**config.mk**
```make
export PLATFORM = sky130hd
export DESIGN_NAME = bist_tpg
export DESIGN_NICKNAME = d
export VERILOG_FILES = /design/src/rtl/bist_pkg.sv /design/src/rtl/bist_lfsr.sv /design/src/rtl/bist_tpg.sv
export SDC_FILE = /design/constraint.sdc
export NUM_CORES = 1
export LEC_CHECK = 0
export ABC_CLOCK_PERIOD_IN_PS = 3360
export CAP_MARGIN = 0
export CORE_UTILIZATION = 42
export CTS_CLUSTER_DIAMETER = 30
export DETAILED_ROUTE_END_ITERATION = 12
export GPL_TIMING_DRIVEN = 0
export PLACE_DENSITY = 0.63
export SKIP_CTS_REPAIR_TIMING = 1
export SYNTH_ARGS = -nofsm -noshare
export SYNTH_HDL_FRONTEND = slang
export SYNTH_SLANG_ARGS = --single-unit
```
**constraint.sdc**
```tcl
create_clock -name clk -period 3.36 [get_ports clk]
set_input_delay 0.672 -clock clk [delete_from_list [all_inputs] [get_ports clk]]
set_output_delay 0.672 -clock clk [all_outputs]
set_load 0.05 [all_outputs]
```
**src/rtl/bist_pkg.sv**
```systemverilog
// Shared BIST definitions: run-controller states and the LFSR step used by both the TPG and the MISR.
// TPG_ZERO_PATTERN_EN is applied by the callers, which pass it in as the zero_en argument.
package bist_pkg;

  typedef enum logic [1:0] {
    IDLE    = 2'd0,
    CUT_RST = 2'd1,
    RUN     = 2'd2,
    DONE    = 2'd3
  } state_t;

  localparam int unsigned LFSR_MAX_W = 32;

  // Mask covering the low 'width' bits of a LFSR_MAX_W-bit word
  function automatic logic [LFSR_MAX_W-1:0] width_mask(input int unsigned width);
    if (width >= LFSR_MAX_W) return '1;
    return (LFSR_MAX_W'(1) << width) - LFSR_MAX_W'(1);
  endfunction

  // An all-zero seed would lock a plain LFSR, so it loads 1 instead
  function automatic logic [LFSR_MAX_W-1:0] seed_fix(input logic [LFSR_MAX_W-1:0] seed,
                                                     input int unsigned width);
    logic [LFSR_MAX_W-1:0] w_s;
    w_s = seed & width_mask(width);
    if (w_s == '0) return LFSR_MAX_W'(1);
    return w_s;
  endfunction

  // Fibonacci step: shift left, feedback from the tapped stages into bit 0.
  // zero_en turns it into a de Bruijn counter that also visits the all-zero state.
  function automatic logic [LFSR_MAX_W-1:0] lfsr_next(input logic [LFSR_MAX_W-1:0] s,
                                                      input logic [LFSR_MAX_W-1:0] poly,
                                                      input int unsigned width,
                                                      input logic zero_en);
    logic [LFSR_MAX_W-1:0] w_mask;
    logic [LFSR_MAX_W-1:0] w_low;
    logic [LFSR_MAX_W-1:0] w_nxt;
    logic                  w_fb;
    w_mask = width_mask(width);
    w_low  = width_mask(width - 1);
    w_fb   = ^(s & poly & w_mask);
    if (zero_en && ((s & w_low) == '0)) w_fb = ~w_fb;
    w_nxt = ((s << 1) | LFSR_MAX_W'(w_fb)) & w_mask;
    if (!zero_en && ((s & w_mask) == '0)) w_nxt = LFSR_MAX_W'(1);
    return w_nxt;
  endfunction

endpackage

```
**src/rtl/bist_lfsr.sv**
```systemverilog
// Loadable pattern LFSR: load wins over advance; reset and load both restore the (fixed-up) seed.
module bist_lfsr
  import bist_pkg::*;
#(
  parameter int unsigned       WIDTH   = 3,
  parameter logic [WIDTH-1:0]  POLY    = 'b110,
  parameter logic [WIDTH-1:0]  SEED    = 'b001,
  parameter bit                ZERO_EN = 1'b0
) (
  input  logic             clk,
  input  logic             reset_n,
  input  logic             i_load,
  input  logic             i_advance,
  output logic [WIDTH-1:0] o_state
);

  localparam logic [WIDTH-1:0] SEED_EFF = WIDTH'(seed_fix(LFSR_MAX_W'(SEED), WIDTH));

  logic [WIDTH-1:0] r_state;

  always_ff @(posedge clk or negedge reset_n) begin
    if (!reset_n) begin
      r_state <= SEED_EFF;
    end else if (i_load) begin
      r_state <= SEED_EFF;
    end else if (i_advance) begin
      r_state <= WIDTH'(lfsr_next(LFSR_MAX_W'(r_state), LFSR_MAX_W'(POLY), WIDTH, ZERO_EN));
    end
  end

  assign o_state = r_state;

endmodule

```
**src/rtl/bist_tpg.sv**
```systemverilog
// BIST stimulus controller: pulses cut_reset, then streams PATTERN_COUNT LFSR vectors on valid/ready.
// Define TPG_ZERO_PATTERN_EN to also apply the all-zero vector (de Bruijn sequence, period 2^WIDTH).
module bist_tpg
  import bist_pkg::*;
#(
  parameter int unsigned      WIDTH         = 3,
  parameter int unsigned      PATTERN_COUNT = 65,
  parameter logic [WIDTH-1:0] POLY          = 'b110,
  parameter logic [WIDTH-1:0] SEED          = 'b001,
  parameter int unsigned      RST_CYCLES    = 1
) (
  input  logic                                   clk,
  input  logic                                   reset_n,
  input  logic                                   start,
  input  logic                                   abort,
  input  logic                                   pat_ready,
  output logic                                   pat_valid,
  output logic [WIDTH-1:0]                       pattern,
  output logic [$clog2(PATTERN_COUNT+1)-1:0]     pat_index,
  output logic                                   cut_reset,
  output logic                                   busy,
  output logic                                   done
);

  localparam int unsigned IDX_W = $clog2(PATTERN_COUNT + 1);
  localparam int unsigned RST_W = $clog2(RST_CYCLES + 1);
  localparam logic [IDX_W-1:0] IDX_LAST = IDX_W'(PATTERN_COUNT - 1);
  localparam logic [RST_W-1:0] RST_LAST = RST_W'(RST_CYCLES - 1);
`ifdef TPG_ZERO_PATTERN_EN
  localparam bit ZERO_EN = 1'b1;
`else
  localparam bit ZERO_EN = 1'b0;
`endif

  state_t           r_state;
  logic [RST_W-1:0] r_rst_cnt;
  logic [IDX_W-1:0] r_pat_index;
  logic             r_pat_valid;
  logic             r_cut_reset;
  logic             r_busy;
  logic             r_done;

  logic w_start_ok;
  logic w_xfer;
  logic w_last;
  logic w_load;
  logic w_advance;

  assign w_start_ok = start & ~abort & ((r_state == IDLE) | (r_state == DONE));
  assign w_xfer     = (r_state == RUN) & r_pat_valid & pat_ready;
  assign w_last     = (r_pat_index == IDX_LAST);
  // Final transfer does not advance, so DONE keeps showing the last applied vector
  assign w_load     = abort | (r_state == CUT_RST) | w_start_ok;
  assign w_advance  = w_xfer & ~w_last & ~abort;

  bist_lfsr #(
    .WIDTH   (WIDTH),
    .POLY    (POLY),
    .SEED    (SEED),
    .ZERO_EN (ZERO_EN)
  ) u_lfsr (
    .clk       (clk),
    .reset_n   (reset_n),
    .i_load    (w_load),
    .i_advance (w_advance),
    .o_state   (pattern)
  );

  always_ff @(posedge clk or negedge reset_n) begin
    if (!reset_n) begin
      r_state     <= IDLE;
      r_rst_cnt   <= '0;
      r_pat_index <= '0;
      r_pat_valid <= 1'b0;
      r_cut_reset <= 1'b0;
      r_busy      <= 1'b0;
      r_done      <= 1'b0;
    end else if (abort) begin
      r_state     <= IDLE;
      r_rst_cnt   <= '0;
      r_pat_index <= '0;
      r_pat_valid <= 1'b0;
      r_cut_reset <= 1'b0;
      r_busy      <= 1'b0;
      r_done      <= 1'b0;
    end else begin
      case (r_state)
        IDLE, DONE: begin
          if (start) begin
            r_state     <= CUT_RST;
            r_rst_cnt   <= '0;
            r_pat_index <= '0;
            r_cut_reset <= 1'b1;
            r_busy      <= 1'b1;
            r_done      <= 1'b0;
          end
        end
        CUT_RST: begin
          if (r_rst_cnt == RST_LAST) begin
            r_state     <= RUN;
            r_cut_reset <= 1'b0;
            r_pat_valid <= 1'b1;
          end else begin
            r_rst_cnt <= r_rst_cnt + RST_W'(1);
          end
        end
        RUN: begin
          if (w_xfer) begin
            if (w_last) begin
              r_state     <= DONE;
              r_pat_valid <= 1'b0;
              r_busy      <= 1'b0;
              r_done      <= 1'b1;
            end else begin
              r_pat_index <= r_pat_index + IDX_W'(1);
            end
          end
        end
        default: begin
          r_state <= IDLE;
        end
      endcase
    end
  end

  assign pat_valid = r_pat_valid;
  assign pat_index = r_pat_index;
  assign cut_reset = r_cut_reset;
  assign busy      = r_busy;
  assign done      = r_done;

endmodule

```
==> flow_summary.html <==
<table>
<tr><th>Metric</th><th>Value</th></tr>
<tr><th colspan="2">Run</th></tr>
<tr><td>Max_cap viols</td><td>0</td></tr>
<tr><th colspan="2">Place</th></tr>
<tr><td># placed instances</td><td>145</td></tr>
<tr><td>Weighted congestion reported at the end of routability-driven placement</td><td>approximately 0.73</td></tr>
<tr><td>Sum of net half-perimeters after detailed placement</td><td>~1400 um</td></tr>
<tr><td>Pre-CTS setup slack</td><td>1.05 ns</td></tr>
<tr><td>Port Buffer Count</td><td>17</td></tr>
<tr><td>Cell area reported after detailed placement</td><td>1160 um2</td></tr>
<tr><th colspan="2">Setup path</th></tr>
<tr><td>Buffer and inverter count on the worst path</td><td>1</td></tr>
<tr><td>Master of the slowest instance on the critical path</td><td>clkdlybuf4s50_1</td></tr>
<tr><td>Reg2Reg Depth</td><td>6</td></tr>
<tr><td>Beginning of the critical path</td><td>pat_index[4]$_DFFE_PN0P_</td></tr>
<tr><td>Element type at the critical path start</td><td>flip-flop</td></tr>
<tr><td>Terminus of the critical flop-to-flop path</td><td>r_state[0]$_DFFE_PN0P_</td></tr>
<tr><td>Dominant delay contributor by cell family on the critical path</td><td>buffers and inverters</td></tr>
<tr><td>Series of cell instances along the critical path</td><td>clkdlybuf4s50_1</td></tr>
<tr><td>CP Capture Type</td><td>primary output</td></tr>
<tr><td>Worst flop-to-flop path startpoint</td><td>r_state[0]$_DFFE_PN0P_</td></tr>
<tr><td>Maximum fanout along the worst path</td><td>8</td></tr>
<tr><td>Worst Path Arrival</td><td>1.63 ns</td></tr>
<tr><td>Instance count on the critical path</td><td>1</td></tr>
<tr><td>Kind of critical path</td><td>flip-flop to primary output</td></tr>
<tr><td>Critical path's largest stage delay</td><td>between 0.8 and 0.9 ns</td></tr>
<tr><td>Critical path data required time</td><td>between 2 and 3 ns</td></tr>
<tr><td>FF-to-FF setup slack</td><td>1.50 ns</td></tr>
<tr><th colspan="2">Cells and area</th></tr>
<tr><td>Layout cells sized above 1</td><td>13.1%</td></tr>
<tr><td>Area growth from synthesis to final layout</td><td>24.1%</td></tr>
<tr><td>Post-layout nets</td><td>132</td></tr>
<tr><td>Count of non-filler cells in the finished layout</td><td>149</td></tr>
<tr><td>Post-route cell area</td><td>about 1200 um2</td></tr>
<tr><td>Antenna Cells</td><td>0</td></tr>
<tr><td># fillers</td><td>201</td></tr>
<tr><th colspan="2">Timing</th></tr>
<tr><td>Summed negative setup slack over all endpoints</td><td>0 ns</td></tr>
<tr><td>Pin slew with the least headroom to its limit</td><td>0.718 ns</td></tr>
<tr><td>Fin. max-slew vios</td><td>0</td></tr>
<tr><td>Setup repair after global routing missed its margin</td><td>no</td></tr>
<tr><td>Tmin final</td><td>2.30 ns</td></tr>
<tr><td># setup viols final</td><td>0</td></tr>
<tr><td>Worst max-slew margin expressed relative to the limit</td><td>52.0%</td></tr>
<tr><td>Period utilization</td><td>68.6%</td></tr>
<tr><td>Minimum setup slack in the final design</td><td>~1.1 ns</td></tr>
<tr><td>Final Skew</td><td>0.00798 ns</td></tr>
<tr><td>Final worst hold slack</td><td>0.512 ns</td></tr>
<tr><td>Max frequency</td><td>0.434 GHz</td></tr>
<tr><td>Final count of hold timing violations</td><td>0</td></tr>
<tr><th colspan="2">Logic synthesis</th></tr>
<tr><td>Number of instances in the synthesized netlist</td><td>around 100</td></tr>
<tr><td>Sequential cell area fraction in the yosys report</td><td>42.1%</td></tr>
<tr><td>Synthesized area divided by synthesized cell count</td><td>~9.5 um2</td></tr>
<tr><td>Synthesis warning total</td><td>0</td></tr>
<tr><td>Unique cell type count in the Yosys netlist</td><td>30</td></tr>
<tr><td>Flops &amp; latches, synth</td><td>16</td></tr>
<tr><td>Combined area of all synthesized cells</td><td>955 um2</td></tr>
<tr><td>Number of nets produced by synthesis</td><td>110</td></tr>
<tr><th colspan="2">Status</th></tr>
<tr><td>Run status</td><td>complete, no violations</td></tr>
<tr><th colspan="2">Route</th></tr>
<tr><td>Total DRC errors in the routed layout</td><td>0</td></tr>
<tr><td>Aggregate routed wire length</td><td>1870 um</td></tr>
<tr><td>Count of vias placed by the detailed router</td><td>between 700 and 800</td></tr>
<tr><td>Post-route ant nets</td><td>0</td></tr>
<tr><td>Routed via count divided by cell count</td><td>5.25</td></tr>
<tr><td>Violation count after the first detailed-route iteration</td><td>18</td></tr>
<tr><td>Pre-antenna DRT Iters</td><td>4</td></tr>
<tr><td>Average wire per cell in the routed design</td><td>12.6 um</td></tr>
<tr><th colspan="2">Global routing</th></tr>
<tr><td>Vias in the first global route</td><td>approximately 740</td></tr>
<tr><td>Total gr overflow</td><td>0</td></tr>
<tr><td>Global-route wire length before repair</td><td>3200 um</td></tr>
<tr><td>Antenna violations before repair</td><td>0</td></tr>
<tr><td>Pin count of the biggest net entering global routing</td><td>17</td></tr>
<tr><td>All-layer global routing usage</td><td>between 10% and 20%</td></tr>
<tr><th colspan="2">Floorplanning</th></tr>
<tr><td>Die Y-Extent</td><td>49.7 um</td></tr>
<tr><td>Starting density of the core</td><td>46.8%</td></tr>
<tr><td>Floorplan die area</td><td>around 2500 um2</td></tr>
<tr><td>Die Wd</td><td>49.7 um</td></tr>
<tr><td>Site Rows</td><td>16</td></tr>
<tr><td>Core region area</td><td>2040 um2</td></tr>
<tr><td>Number of top-level design ports</td><td>19</td></tr>
<tr><th colspan="2">Power and ir drop</th></tr>
<tr><td>Portion of total power attributed to sequential cells</td><td>38.0%</td></tr>
<tr><td>P_sw</td><td>0.000248 W</td></tr>
<tr><td>PD cells</td><td>around 520 nW/um2</td></tr>
<tr><td>Sw Ratio</td><td>40.2%</td></tr>
<tr><td>Max VDD drop</td><td>0.381 mV</td></tr>
<tr><td>Clk pwr share</td><td>16.8%</td></tr>
<tr><td>Share of total power in combinational logic</td><td>45.1%</td></tr>
<tr><td>Leakage component of the power</td><td>0.502 nW</td></tr>
<tr><td>Cell internal power dissipation</td><td>0.000370 W</td></tr>
<tr><th colspan="2">Clock tree</th></tr>
<tr><td>TritonCTS clock tree</td><td>done</td></tr>
<tr><td>Clock-pin slew of the registers on the worst-case setup and hold paths</td><td>roughly 0.080 ns</td></tr>
<tr><td>Cell at the root of the clock tree</td><td>clkbuf_4</td></tr>
<tr><td>Clk sinks</td><td>16</td></tr>
<tr><td>CTS Buf Count</td><td>3</td></tr>
<tr><td>Clock buffer depth</td><td>2</td></tr>
<tr><td>H-Tree Depth</td><td>1</td></tr>
<tr><td>Clock network latency to the later pin of the worst-skew pair</td><td>0.29 ns</td></tr>
<tr><th colspan="2">Min path</th></tr>
<tr><td>Hold WC Path Type</td><td>flip-flop to flip-flop</td></tr>
<tr><td>Worst min-delay path endpoint</td><td>pat_index[6]$_DFFE_PN0P_</td></tr>
<tr><td>Worst Hold Path Cells</td><td>1</td></tr>
<tr><td>Startpoint of the most critical hold path</td><td>pat_index[6]$_DFFE_PN0P_</td></tr>
</table>
==> how the worst max path moves through the flow <==
stage,to,slack [ns]
6_report,pat_index[4],1.06
3_5_place_dp,r_state[0]$_DFFE_PN0P_,1.05
4_1_cts,pattern[0],1.04
2_1_floorplan,u_lfsr.o_state[2]$_DFFE_PN0P_,1.52
3_3_place_gp,r_state[1]$_DFFE_PN0P_,1.06
5_1_grt,pat_index[4],0.99
==> state kept, by name, summed over array words and instances (netlist names) <==
register        cells
busy                1
u_lfsr.o_state      3
cut_reset           1
pat_index           7
r_state             2
pat_valid           1
done                1
==> through the flow <==
stage	util (%)	total power [W]
6_report	58.0	0.000618
5_1_grt	58.0	0.000665
4_1_cts	58.0	0.000631
3_5_place_dp	56.7	0.000521
3_3_place_gp	56.7	0.000516
2_1_floorplan	-	0.000449
==> kinds of logic after synthesis <==
kind of cell	after synthesis	synth area share (%)
simple gates	42	24.9
flops	16	42.1
fa+ha+maj	4	5.24
compound gates	29	20.4
buf+inv	6	2.88
mux	4	4.46
==> synth_stat cells <==
library cell	number	share of area, %
nand3_1	5	2.6
a31oi_1	2	1.3
and3_2	2	1.6
ha_1	4	5.2
nand2_1	4	1.6
inv_1	4	1.6
or2_2	1	0.66
o21bai_1	1	0.79
nand2b_1	2	1.3
nand2_4	1	1.2
buf_4	1	0.79
a31oi_4	1	2.2
buf_2	1	0.52
mux2_1	2	2.4
nor3b_1	1	0.79
nor4_4	1	2.2
nor3_1	1	0.52
a21oi_1	10	5.2
and2b_1	1	0.79
nor2_1	17	6.7
dfstp_2	1	2.8
a21bo_2	2	2.1
mux2i_1	2	2.1
and2_1	1	0.66
a32o_1	1	1.0
nand4_1	4	2.6
nor3_4	1	1.7
dfrtp_1	15	39
o21ai_0	11	5.8
a21boi_4	1	2.0
==> area by class of cell <==
class / instances / area, um2 / share of cell area [%]
inverters: 4 / 15.0 / 1.27
clock buffers: 4 / 26.3 / 2.22
well taps: 27 / 33.8 / 2.85
flip-flops and latches: 16 / 402 / 33.9
multi-input cells: 79 / 526 / 44.4
plain buffers: 2 / 12.5 / 1.06
repair buffers: 17 / 170 / 14.4
==> cell usage in the layout (no fill, tap or decap), types with 2 or more instances in the layout <==
cell type,instances
clkbuf_4,3
nand3_1,5
clkdlybuf4s50_1,17
a31oi_1,2
a21oi_1,10
a21bo_2,2
mux2i_1,2
o21ai_0,11
ha_1,4
nor2_1,17
inv_1,4
mux2_1,2
dfrtp_1,15
nand4_1,4
nand2b_1,2
and3_2,2
nand2_1,4
==> power groups by stage <==
stage / logic [W] / registers (W) / clock network, W
2_1_floorplan: 0.000159 / 0.000291 / 0
3_3_place_gp: 0.000278 / 0.000238 / 0
3_5_place_dp: 0.000282 / 0.000239 / 0
4_1_cts: 0.000283 / 0.000236 / 0.000112
5_1_grt: 0.000308 / 0.000239 / 0.000119
6_report: 0.000279 / 0.000235 / 0.000104
==> routing by layer <==
metal | vias to the layer above | share of wire, % | GRT usage (%)
met3 | 2 | 4.8 | 6.79
met2 | 13 | 45 | 28.8
li1 | 406 | - | -
met4 | 0 | 0.64 | 4.29
met1 | 361 | 49 | 20.4
met5 | - | 0 | 0
(Power assumes the default switching activity.)
